`src/rtl/stream_sink_harness_if.sv`:
```
// Handshake bundle between the stream sink harness (master) and the stream-dialect DUT (slave).
interface stream_sink_harness_if #(
    parameter int unsigned NUM_CH = 2,
    parameter int unsigned DATA_W = 64
);
    logic                     in_ctrl_valid;
    logic                     in_ctrl_ready;
    logic [NUM_CH-1:0]        ch_valid;
    logic [NUM_CH-1:0]        ch_ready;
    logic [NUM_CH*DATA_W-1:0] ch_data;
    logic [NUM_CH-1:0]        ch_eos;

    modport master (
        output in_ctrl_valid, ch_ready,
        input  in_ctrl_ready, ch_valid, ch_data, ch_eos
    );

    modport slave (
        input  in_ctrl_valid, ch_ready,
        output in_ctrl_ready, ch_valid, ch_data, ch_eos
    );
endinterface

```
`src/rtl/stream_sink_harness.sv`:
```
// Harness controller: fires one control token, drains NUM_CH {data, eos} streams, reports pass/fail.
// Optional macro BACKPRESSURE_EN adds LFSR-driven ready throttling and a stall-stability protocol check.
module stream_sink_harness #(
    parameter int unsigned NUM_CH    = 2,
    parameter int unsigned DATA_W    = 64,
    parameter int unsigned TIMEOUT   = 1024,
    parameter logic [15:0] LFSR_SEED = 16'hACE1
) (
    input  logic                     clock,
    input  logic                     reset,
    stream_sink_harness_if.master    bus,
    output logic [NUM_CH-1:0]        ch_done,
    output logic [NUM_CH*32-1:0]     elem_count,
    output logic [NUM_CH*DATA_W-1:0] checksum,
    output logic                     all_done,
    output logic                     fail,
    output logic [NUM_CH-1:0]        proto_err
);
    localparam int unsigned CNT_W  = 32;
    localparam int unsigned IDLE_W = $clog2(TIMEOUT + 1);

    typedef enum logic [2:0] {S_IDLE, S_START, S_RUN, S_DONE, S_FAIL} state_e;

    state_e                         state_q, state_d;
    logic [NUM_CH-1:0][CNT_W-1:0]   cnt_q, cnt_d;
    logic [NUM_CH-1:0][DATA_W-1:0]  sum_q, sum_d;
    logic [NUM_CH-1:0]              done_q, done_d, ready_q, ready_d, perr_q, perr_d, acc;
    logic [IDLE_W-1:0]              idle_q, idle_d;
    logic                           ctrl_valid_q, ctrl_valid_d;
    logic                           all_done_q, all_done_d, fail_q, fail_d;
    logic                           inc_en, timeout_c;
`ifdef BACKPRESSURE_EN
    logic [15:0]                    lfsr_q, lfsr_d;
    logic [NUM_CH-1:0]              pend_q, pend_d, hold_eos_q, hold_eos_d;
    logic [NUM_CH-1:0][DATA_W-1:0]  hold_data_q, hold_data_d;
`else
    logic                           unused_seed;
    assign unused_seed = ^LFSR_SEED;
`endif

    // Datapath next-state: accepts, counters, checksums, idle counter, protocol check
    always_comb begin
        acc    = (state_q == S_RUN) ? (bus.ch_valid & ready_q) : '0;
        cnt_d  = cnt_q;
        sum_d  = sum_q;
        done_d = done_q;
        perr_d = perr_q;
        for (int i = 0; i < int'(NUM_CH); i++) begin
            if (acc[i]) begin
                if (bus.ch_eos[i]) begin
                    done_d[i] = 1'b1;
                end else begin
                    if (cnt_q[i] != '1) cnt_d[i] = cnt_q[i] + CNT_W'(1);
                    sum_d[i] = sum_q[i] + bus.ch_data[i*DATA_W +: DATA_W];
                end
            end
        end
`ifdef BACKPRESSURE_EN
        lfsr_d      = (state_q == S_RUN)
                    ? {lfsr_q[14:0], lfsr_q[15] ^ lfsr_q[13] ^ lfsr_q[12] ^ lfsr_q[10]}
                    : lfsr_q;
        inc_en      = |ready_q;
        pend_d      = '0;
        hold_eos_d  = bus.ch_eos;
        hold_data_d = bus.ch_data;
        for (int i = 0; i < int'(NUM_CH); i++) begin
            // A beat offered while stalled must stay put until it is taken
            pend_d[i] = (state_q == S_RUN) && bus.ch_valid[i] && !ready_q[i] && !done_q[i];
            if ((state_q == S_RUN) && pend_q[i] &&
                (!bus.ch_valid[i] || (bus.ch_eos[i] != hold_eos_q[i]) ||
                 (bus.ch_data[i*DATA_W +: DATA_W] != hold_data_q[i])))
                perr_d[i] = 1'b1;
        end
`else
        inc_en = 1'b1;
`endif
        idle_d    = idle_q;
        timeout_c = 1'b0;
        if (state_q == S_START) begin
            idle_d = '0;
        end else if (state_q == S_RUN) begin
            if (|acc) begin
                idle_d = '0;
            end else if (inc_en) begin
                idle_d    = idle_q + IDLE_W'(1);
                timeout_c = (idle_q == IDLE_W'(TIMEOUT - 1));
            end
        end
    end

    // FSM next state; FAIL beats DONE on a same-cycle protocol error
    always_comb begin
        state_d = state_q;
        case (state_q)
            S_IDLE:  state_d = S_START;
            S_START: if (ctrl_valid_q && bus.in_ctrl_ready) state_d = S_RUN;
            S_RUN: begin
                if (|perr_d)        state_d = S_FAIL;
                else if (&done_d)   state_d = S_DONE;
                else if (timeout_c) state_d = S_FAIL;
            end
            default: state_d = state_q;
        endcase
    end

    // Output next values, decoded from the next state so the outputs can be registered
    always_comb begin
        ctrl_valid_d = (state_d == S_START);
        all_done_d   = (state_d == S_DONE);
        fail_d       = (state_d == S_FAIL);
        ready_d      = (state_d == S_RUN) ? ~done_d : '0;
`ifdef BACKPRESSURE_EN
        for (int i = 0; i < int'(NUM_CH); i++) begin
            ready_d[i] = ready_d[i] & lfsr_d[i % 16];
        end
`endif
    end

    always_ff @(posedge clock or posedge reset) begin
        if (reset) state_q <= S_IDLE;
        else       state_q <= state_d;
    end

    always_ff @(posedge clock or posedge reset) begin
        if (reset) begin
            cnt_q        <= '0;
            sum_q        <= '0;
            done_q       <= '0;
            perr_q       <= '0;
            ready_q      <= '0;
            idle_q       <= '0;
            ctrl_valid_q <= 1'b0;
            all_done_q   <= 1'b0;
            fail_q       <= 1'b0;
        end else begin
            cnt_q        <= cnt_d;
            sum_q        <= sum_d;
            done_q       <= done_d;
            perr_q       <= perr_d;
            ready_q      <= ready_d;
            idle_q       <= idle_d;
            ctrl_valid_q <= ctrl_valid_d;
            all_done_q   <= all_done_d;
            fail_q       <= fail_d;
        end
    end

`ifdef BACKPRESSURE_EN
    always_ff @(posedge clock or posedge reset) begin
        if (reset) begin
            lfsr_q      <= LFSR_SEED;
            pend_q      <= '0;
            hold_eos_q  <= '0;
            hold_data_q <= '0;
        end else begin
            lfsr_q      <= lfsr_d;
            pend_q      <= pend_d;
            hold_eos_q  <= hold_eos_d;
            hold_data_q <= hold_data_d;
        end
    end
`endif

    assign bus.in_ctrl_valid = ctrl_valid_q;
    assign bus.ch_ready      = ready_q;
    assign ch_done           = done_q;
    assign elem_count        = cnt_q;
    assign checksum          = sum_q;
    assign all_done          = all_done_q;
    assign fail              = fail_q;
    assign proto_err         = perr_q;
endmodule

```
`src/flat_wrapper.sv`:
```
// flat-port wrapper written by rule: the top's interface ports become plain ports
module stream_sink_harness_flat 
#(
    parameter int unsigned NUM_CH    = 2,
    parameter int unsigned DATA_W    = 64,
    parameter int unsigned TIMEOUT   = 1024,
    parameter logic [15:0] LFSR_SEED = 16'hACE1
)
  (clock, reset, ch_done, elem_count, checksum, all_done, fail, proto_err, bus_in_ctrl_valid, bus_ch_ready, bus_in_ctrl_ready, bus_ch_valid, bus_ch_data, bus_ch_eos);
  stream_sink_harness_if #(.NUM_CH(NUM_CH), .DATA_W(DATA_W)) bus_i ();
  input  logic clock;
  input  logic reset;
  output logic [NUM_CH-1:0] ch_done;
  output logic [NUM_CH*32-1:0] elem_count;
  output logic [NUM_CH*DATA_W-1:0] checksum;
  output logic all_done;
  output logic fail;
  output logic [NUM_CH-1:0] proto_err;
  output wire logic [$bits(bus_i.in_ctrl_valid)-1:0] bus_in_ctrl_valid;
  output wire logic [$bits(bus_i.ch_ready)-1:0] bus_ch_ready;
  input wire logic [$bits(bus_i.in_ctrl_ready)-1:0] bus_in_ctrl_ready;
  input wire logic [$bits(bus_i.ch_valid)-1:0] bus_ch_valid;
  input wire logic [$bits(bus_i.ch_data)-1:0] bus_ch_data;
  input wire logic [$bits(bus_i.ch_eos)-1:0] bus_ch_eos;
  assign bus_in_ctrl_valid = bus_i.in_ctrl_valid;
  assign bus_ch_ready = bus_i.ch_ready;
  assign bus_i.in_ctrl_ready = bus_in_ctrl_ready;
  assign bus_i.ch_valid = bus_ch_valid;
  assign bus_i.ch_data = bus_ch_data;
  assign bus_i.ch_eos = bus_ch_eos;
  stream_sink_harness #(.NUM_CH(NUM_CH), .DATA_W(DATA_W), .TIMEOUT(TIMEOUT), .LFSR_SEED(LFSR_SEED)) u_core (.clock(clock), .reset(reset), .bus(bus_i), .ch_done(ch_done), .elem_count(elem_count), .checksum(checksum), .all_done(all_done), .fail(fail), .proto_err(proto_err));
endmodule
```
`config.mk`:
```
export PLATFORM = sky130hd
export DESIGN_NAME = stream_sink_harness_flat
export DESIGN_NICKNAME = d
export VERILOG_FILES = /design/src/rtl/stream_sink_harness_if.sv /design/src/rtl/stream_sink_harness.sv /design/src/flat_wrapper.sv
export SDC_FILE = /design/constraint.sdc
export NUM_CORES = 1
export LEC_CHECK = 0
export ABC_AREA = 0
export BUFFER_PORTS_ARGS = -buffer_cell sky130_fd_sc_hd__buf_2
export CAP_MARGIN = 25
export CORE_UTILIZATION = 43
export DETAILED_ROUTE_END_ITERATION = 10
export PLACE_DENSITY = 0.67
export SLEW_MARGIN = 40
export SYNTH_ARGS = -nofsm -noshare
export SYNTH_HDL_FRONTEND = slang
export SYNTH_SLANG_ARGS = --single-unit
```
`constraint.sdc`:
```
create_clock -name clock -period 13.5 [get_ports clock]
set_clock_uncertainty 0.15 [all_clocks]
set_input_delay 0.675 -clock clock [delete_from_list [all_inputs] [get_ports clock]]
set_output_delay 0.675 -clock clock [all_outputs]
set_load 0.02 [all_outputs]
```
---- After elaboration in Yosys (flattened, before gate mapping) ----
Index checks and enable logic that the tools add are counted.
storage, ports and cells
  bits of input ports ..................... 135
  bits in latches ......................... 0
  bits in writable memories ............... 0
  ROM bits ................................ 0
  output and inout port bits .............. 201
  memories ................................ 0
  flip-flop bits (word level) ............. 213
  logic and storage cells ................. 54
operators by class
  add/subtract/negate cells ............... 5
  multiply operators ...................... 0
  multiplexer cells ....................... 16
  div/mod/pow operators ................... 0
  equal/unequal tests ..................... 9
  bitwise gates (word level) .............. 4
  shift-type cells ........................ 0
  magnitude comparators ................... 0
  reductions and logical operators ........ 9
operators with widths
  cell                                                                     count
  64-bit adder                                                             2
  32-bit by 1-bit adder with 32-bit output, second input constant          2
  32-bit != test, second input constant                                    2
  11-bit 2-to-1 mux                                                        3
  11-bit by 1-bit adder with 11-bit output, second input constant          1
  11-bit by 10-bit equality test with 1-bit output, second input constant  1
  3-bit by 2-bit equality test with 1-bit output, second input constant    3
  3-bit 2-to-1 mux                                                         3
  3-bit one-hot mux with 3 select lines                                    1
  1-bit 2-to-1 mux                                                         7
  3-bit by 1-bit equality test with 1-bit output, second input constant    2
  2-bit AND reduction                                                      3
  3-bit AND reduction                                                      2
  2-bit 2-to-1 mux                                                         2
  3-bit equality test, second input constant                               1
  3-bit zero test                                                          1
  2-bit AND                                                                1
  1-bit inverter                                                           2
  2-bit inverter                                                           1
  2-bit nonzero test                                                       1
  2-bit OR reduction                                                       1
  1-bit logical AND                                                        1

---- Depth between registers and ports, before layout ----
Gate-level depths: netlist (run 1).
  depth in word-level cells ............... 11
  depth in mapped cells ................... 13

---- Worst setup path before layout (run 1) ----
No wires, ideal clock.
  path type ............................... input to register
  start ................................... input bus_ch_data[0]
  end ..................................... register u_core.sum_q, in the netlist u_core.checksum[40]
  setup time .............................. 0.129 ns
  required time ........................... 13.221 ns
  setup slack ............................. 9.865 ns
  stages .................................. 13
  arrival time ............................ 3.356 ns
  cell sequence ........................... ha_1 fa_1 a21o_1 a21o_1 a211o_1 a211oi_1 o21ai_1 a41oi_2 o31a_1 o21ai_1 a21oi_1 xor2_1 o21ai_1
on the way
  longest elaborated chain between the ends .. 1
ends and longest elaborated chain
  element                 RTL line                    text
  start: declaration      flat_wrapper.sv:23          input wire logic [$bits(bus_i.ch_data)-1:0] bus_ch_data;
  64-bit adder            stream_sink_harness.sv:54   sum_d[i] = sum_q[i] + bus.ch_data[i*DATA_W +: DATA_W];
  end signal: assignment  stream_sink_harness.sv:137  sum_q <= sum_d;
  end: declaration        stream_sink_harness.sv:26   logic [NUM_CH-1:0][DATA_W-1:0] sum_q, sum_d;
Every way passes these cells.
A chain may end at the register's enable or synchronous reset.

---- Worst setup path after layout (run 1) ----
  start ................................... register u_core.sum_q, in the netlist u_core.checksum[0]
  end ..................................... register u_core.sum_q, in the netlist u_core.checksum[40]
on the way
  longest elaborated chain between the ends .. 1
ends and longest elaborated chain
  element       RTL line
  64-bit adder  stream_sink_harness.sv:54
Every way passes these cells.

==> results.py, run 1 <==
metrics = {
    "status": {
        "status": "finished, final reports clean",
    },
    "pwr": {
        "power_switching_share": 0.250,
        "ir_drop_mv": 0.0902,
        "seqPwrFrac": 0.426,
        "p_sw_w": 0.000375,
        "comb_power_share": 0.081,
        "cellPowerDensity_nw_per_um2": 81.6,
        "p_int_w": 0.00112,
        "power_frac_clock": 0.493,
        "p_leak_nw": 9.72,
    },
    "critical_path": {
        "endpoint": "u_core.checksum[40]",
        "cp_cell_sequence": "ha_1 > fa_1 > a21o_1 > a21o_1 > a211o_1 > a211oi_1 > o21ai_1 > a41oi_2 > o31a_1 > o21ai_1 > a21oi_1 > xor2_1 > o21ai_1",
        "reg2reg_from": "u_core.checksum[0]",
        "path_max_fanout": 4,
        "start_kind": "register",
        "reg2reg_slack_ns": 9.69,
        "cp_slowest_stage_delay_ns": 0.42,
        "worst-path-buf-inv": 0,
        "r2r_end": "u_core.checksum[40]",
        "worstRegToRegCells": 13,
        "cp.arrival_ns": 4.09,
        "cpMostUsedCell": "o21ai_1",
        "cp.depth": 13,
        "critical_path.top_delay_family": "compound AO/OA/AOI/OAI gates",
        "crit_start": "u_core.checksum[0]",
        "cpMaxStageDelayCell": "fa_1",
        "path_class": "register to register",
        "endpoint_kind": "register",
        "required_ns": 13.78,
    },
    "placement": {
        "io_buffers": 333,
        "dp.final_hpwl_um": 33300,
        "placed_cell_area_um2": 17400,
        "pre_cts_slack_ns": 9.32,
        "gp_congestion": 0.914,
    },
    "sta": {
        "fin_setup_tns_ns": 0,
        "hold_viol": 0,
        "finalSetupViolations": 0,
        "worstMarginPinSlew_ns": 0.715,
        "fin_crit_sh": 0.282,
        "relSlewSlack": 0.519,
        "rsz0062_at_grt": "false",
        "period_needed_ns": 3.81,
        "max_freq_mhz": 262,
        "drv_slew": 0,
        "whs_ns": 0.0549,
        "setup_slack_ns": 9.69,
    },
    "detailed_routing": {
        "drt_iter0_markers": 769,
        "wl_um": 43700,
        "drcViolationCount": 0,
        "dr.pass1.iters": 5,
        "drt-wirelength-per-cell_um": 16.9,
        "vias_per_cell": 5.58,
        "ant_nets": 0,
        "vias": 14424,
    },
    "clocking": {
        "cts_tree": "yes",
        "post_cts_buffers": 0,
        "clkSinkCount": 213,
        "hold_buffers": 0,
        "insertion_delay_ns": 0.57,
        "cts.clk_slew.worst_paths_ns": 0.06,
        "cts_root_buf": "clkbuf_16",
        "postCtsResizedCells": 0,
        "cts_buffer_depth": 3,
        "cts_inserted_buffers": 27,
        "h-tree-depth": 1,
    },
    "final_layout": {
        "area_growth_pct": 18.9,
        "fin_area_um2": 18400,
        "drive_gt1_frac": 0.191,
        "regArea_um2": 5330,
        "multi_input_area_um2": 9650,
        "final_common_cell": "buf_2",
        "final_core_util": 0.517,
        "fill_cells": 3368,
        "finalNetCount": 2366,
        "final_cell_mix": "buf_2, nand2_1, dfrtp_1",
    },
    "global_routing": {
        "antenna_found_initial": 8,
        "track_usage": 0.232,
        "grt_pass1_vias": 13441,
        "grt_pass1_wl_um": 69100,
        "gr-total-overflow": 0,
        "grt_max_degree": 103,
    },
    "synthesis": {
        "ys_seq_elements": 213,
        "synthFlopType": "dfrtp_1",
        "ys_warn_count": 0,
        "synth_edf_count": 0,
        "synthTopCellsByArea": "dfrtp_1, ha_1, nand2_1, xnor2_1, o21ai_0",
        "postSynthAreaPerCell_um2": 8.49,
        "yosysUniqueCellTypes": 74,
        "syn-cell-area_um2": 15400,
        "synthCells": 1819,
        "async_reset_ff_frac": 1.00,
        "ys_seq_area_frac": 0.345,
        "yosys.area.top_type": "dfrtp_1",
        "synth_top_cell_area_share": 0.345,
    },
    "die": {
        "core_um2": 35500,
        "design.die.area_um2": 36700,
        "num_io_pins": 336,
        "initial_utilization": 0.435,
        "die_w_um": 191,
        "rows": 69,
        "die_height_um": 191,
    },
    "min_path": {
        "hp-class": "input port to async pin",
    },
    "run": {
        "max-cap-violations": 0,
    },
}
-- area by class of cell --
| class | count | area share |
|---|---|---|
| Tap cell | 461 | 0.0314 |
| Clock buffer | 38 | 0.0423 |
| Inverter | 35 | 0.00757 |
| Multi-Input combinational cell | 1484 | 0.526 |
| Sequential cell | 213 | 0.290 |
| Antenna cell | 3 | 0.000409 |
| Clock inverter | 11 | 0.00668 |
| Timing Repair Buffer | 339 | 0.0953 |
-- synth_stat cells (6+ instances only) --
cell,number
or3_1,10
nor3_1,21
dfrtp_1,213
xor2_1,69
nand4_1,48
and2_1,11
nand3_1,50
o21ai_0,183
a21oi_1,143
a211oi_1,14
ha_1,129
a21o_1,94
o31ai_1,9
nor2_1,92
o211ai_1,6
and3_1,32
and4_1,12
o21ai_1,7
clkbuf_1,74
nand2_1,273
nor2b_1,10
a31oi_1,11
o21a_1,6
nor4_1,9
nand2b_1,11
buf_2,6
inv_1,34
xnor2_1,115
o21bai_1,28
-- power by group through the flow --
stage	clock (W)	combinational, W	sequential (W)
2_1_floorplan	0	0.0000767	0.000650
3_3_place_gp	0	0.000119	0.000650
4_1_cts	0.000759	0.000121	0.000639
5_1_grt	0.000782	0.000135	0.000638
6_report	0.000738	0.000121	0.000639
3_5_place_dp	0	0.000120	0.000650
-- stage by stage --
stage	cells	total power, W
6_report	2584	0.00150
2_1_floorplan	1820	0.000727
4_1_cts	2581	0.00152
3_5_place_dp	2532	0.000771
5_1_grt	2582	0.00155
3_3_place_gp	2530	0.000770
-- worst min path at each step --
stage	from	endpoint	depth (start not counted)
5_1_grt	reset	u_core.elem_count[43]	2
4_1_cts	reset	u_core.elem_count[54]	2
3_5_place_dp	u_core.checksum[127]	u_core.checksum[127]	1
3_3_place_gp	u_core.checksum[127]	u_core.checksum[127]	1
2_1_floorplan	u_core.idle_q[10]	u_core.idle_q[10]	1
6_report	reset	u_core.elem_count[43]	2
-- metal layers --
| metal | up-vias | global-route usage | wire length (um) |
|---|---|---|---|
| met3 | 86 | 0.0619 | 3600 |
| met5 | - | 0 | 46 |
| met4 | 8 | 0.0604 | 1000 |
| met2 | 474 | 0.361 | 19200 |
| li1 | 7098 | - | - |
| met1 | 6758 | 0.315 | 19800 |
-- kinds of logic (layout without fill, tap and decap cells) --
| family | Yosys count | count (layout) | share of synthesized area |
|---|---|---|---|
| and+or+nand+nor | 597 | 597 | 0.180 |
| muxes | 5 | 5 | 0.00340 |
| AOI/OAI and AO/OA | 565 | 565 | 0.228 |
| DFF | 213 | 213 | 0.345 |
| xor gates and xnor gates | 184 | 184 | 0.104 |
| adders and majority gates | 131 | 131 | 0.107 |
| other | 1 | 5 | 0.000243 |
| buffers and inverters | 123 | 423 | 0.0310 |
-- sequential cells by signal, summed over array words and instances (netlist names) --
register and count:
u_core.bus.ch_ready 2, u_core.ch_done 2, u_core.idle_q 11, u_core.state_q 3
u_core.all_done 1, u_core.bus.in_ctrl_valid 1, u_core.elem_count 64, u_core.checksum 128
u_core.fail 1
No activity file was read; power rests on OpenSTA's default activity.
==> inputs of run 2 (changes only) <==
- clock period: 13.5 -> 3.97 ns (I/O delays scaled with it)
==> results.py, run 2 (same netlist as run 1, synthesis figures left out) <==
metrics = {
    "status": {
        "status": "finished, final reports clean",
    },
    "placement": {
        "io_buffers": 333,
        "dp.final_hpwl_um": 33600,
        "gp_congestion": 0.925,
        "dp_cells": 2536,
        "pre_cts_slack_ns": 0.252,
    },
    "global_routing": {
        "gr-total-overflow": 0,
        "track_usage": 0.238,
        "grt_use_met2": 0.367,
        "grt_max_degree": 115,
        "antenna_found_initial": 4,
        "grt_pass1_vias": 13890,
        "gr-usage-met3": 0.0595,
        "use_met1": 0.323,
        "top_usage_layer": "met2",
        "grt_pass1_wl_um": 71100,
    },
    "die": {
        "die_height_um": 191,
        "rows": 69,
        "initial_utilization": 0.435,
        "design.die.area_um2": 36700,
        "die_w_um": 191,
        "num_io_pins": 336,
        "core_um2": 35500,
    },
    "clocking": {
        "cts_inserted_buffers": 27,
        "cts_tree": "yes",
        "cts_root_buf": "clkbuf_16",
        "cts.clk_slew.worst_paths_ns": 0.06,
        "clkSinkCount": 213,
        "cts_buffer_depth": 3,
        "insertion_delay_ns": 0.56,
        "h-tree-depth": 1,
        "post_cts_buffers": 0,
    },
    "pwr": {
        "ir_drop_mv": 0.412,
        "p_leak_nw": 9.82,
        "power_frac_clock": 0.509,
        "power_w": 0.00529,
        "p_int_w": 0.00401,
        "cellPowerDensity_nw_per_um2": 284,
        "seqPwrFrac": 0.410,
        "comb_power_share": 0.080,
        "p_sw_w": 0.00128,
        "power_switching_share": 0.242,
    },
    "critical_path": {
        "worst-path-buf-inv": 0,
        "cp_slowest_stage_delay_ns": 0.41,
        "path_class": "register to register",
        "critical_path.top_delay_family": "compound AO/OA/AOI/OAI gates",
        "start_kind": "register",
        "cpMostUsedCell": "o21ai_1",
        "cpMaxStageDelayCell": "fa_1",
        "required_ns": 4.22,
        "cp_cell_sequence": "ha_1 > fa_1 > a21o_1 > a21o_1 > a211o_1 > a211oi_1 > o21ai_1 > a41oi_2 > o31a_1 > o21ai_1 > a21oi_1 > xor2_1 > o21ai_1",
        "cp.arrival_ns": 3.99,
        "endpoint_kind": "register",
        "path_max_fanout": 4,
    },
    "sta": {
        "fin_setup_tns_ns": 0,
        "drv_slew": 0,
        "worstMarginPinSlew_ns": 0.709,
        "period_needed_ns": 3.74,
        "fin_crit_sh": 0.941,
        "relSlewSlack": 0.523,
        "rsz0062_at_grt": "false",
        "setup_slack_ns": 0.233,
        "finalSetupViolations": 0,
        "hold_viol": 0,
        "max_freq_mhz": 268,
    },
    "final_layout": {
        "final_common_cell": "buf_2",
        "area_growth_pct": 20.5,
        "fill_cells": 3401,
        "final_cell_mix": "buf_2, nand2_1, dfrtp_1",
        "final_core_util": 0.524,
        "finalNetCount": 2384,
        "multi_input_area_um2": 9660,
        "regArea_um2": 5330,
        "final_cells": 2602,
        "drive_gt1_frac": 0.191,
        "largest_reg_flops": 128,
    },
    "run": {
        "max-cap-violations": 0,
    },
    "detailed_routing": {
        "drcViolationCount": 0,
        "wl_um": 43900,
        "ant_nets": 0,
        "drt_iter0_markers": 808,
        "vias_per_cell": 5.50,
        "dr.pass1.iters": 5,
        "vias": 14318,
        "drt-wirelength-per-cell_um": 16.9,
    },
    "min_path": {
        "hp-class": "input port to register",
    },
}
[run 2: worst reg2reg max path, cell delays in order (launching register included)]
cell	delay [ns]
dfrtp_1	0.39
ha_1	0.23
fa_1	0.41
a21o_1	0.18
a21o_1	0.21
a211o_1	0.33
a211oi_1	0.31
o21ai_1	0.21
a41oi_2	0.32
o31a_1	0.29
o21ai_1	0.13
a21oi_1	0.19
xor2_1	0.16
o21ai_1	0.08
[run 2: path summary, 6_finish.rpt]
path                                       from                   end  slack, ns  cells past startpoint
max in group asynchronous                 reset   u_core.checksum[24]       2.90                      4
min in group asynchronous                 reset  u_core.checksum[117]       0.16                      4
hold / removal                  bus_ch_data[99]   u_core.checksum[99]       0.03                      4
setup / recovery             u_core.checksum[0]   u_core.checksum[40]       0.23                     13
setup reg to reg             u_core.checksum[0]   u_core.checksum[40]       0.23                     13
hold reg to reg            u_core.checksum[127]  u_core.checksum[127]       0.33                      1
[run 2: layout make-up]
cell class | count | share of cell area
timing repair buffer | 357 | 0.104
multi-input combinational | 1484 | 0.519
sequential | 213 | 0.287
tap | 461 | 0.0310
inverter | 35 | 0.00726
clock buffer | 39 | 0.0414
antenna | 3 | 0.000404
clock inverter | 10 | 0.0104
[run 2: metrics by stage]
step | hold WS (ns) | instance area, um2
global placement | 0.291 | 17400
detailed placement | 0.302 | 17500
floorplan | 0.213 | 15400
finish | 0.0287 | 18600
CTS | 0.00421 | 18600
global route | 0.0356 | 18600
[run 2: per-layer routing]
layer,vias up,routed length (um)
li1,7131,-
met1,6655,20000
met2,454,19000
met3,76,3540
met4,2,1390
met5,-,13
[run 2: what timing repair did]
item                                    4_1_cts  5_1_grt
gates resized for setup                       0        1
endpoints found under the hold margin       231        0
hold buffers                                 14        0
endpoints found under the setup margin        0        2
[run 2: power by group through the flow]
stage          combinational [W]  sequential (W)  clock, W
2_1_floorplan           0.000261         0.00221         0
3_3_place_gp            0.000409         0.00221         0
3_5_place_dp            0.000412         0.00221         0
4_1_cts                 0.000425         0.00217   0.00276
5_1_grt                 0.000474         0.00217   0.00285
6_report                0.000426         0.00217   0.00269
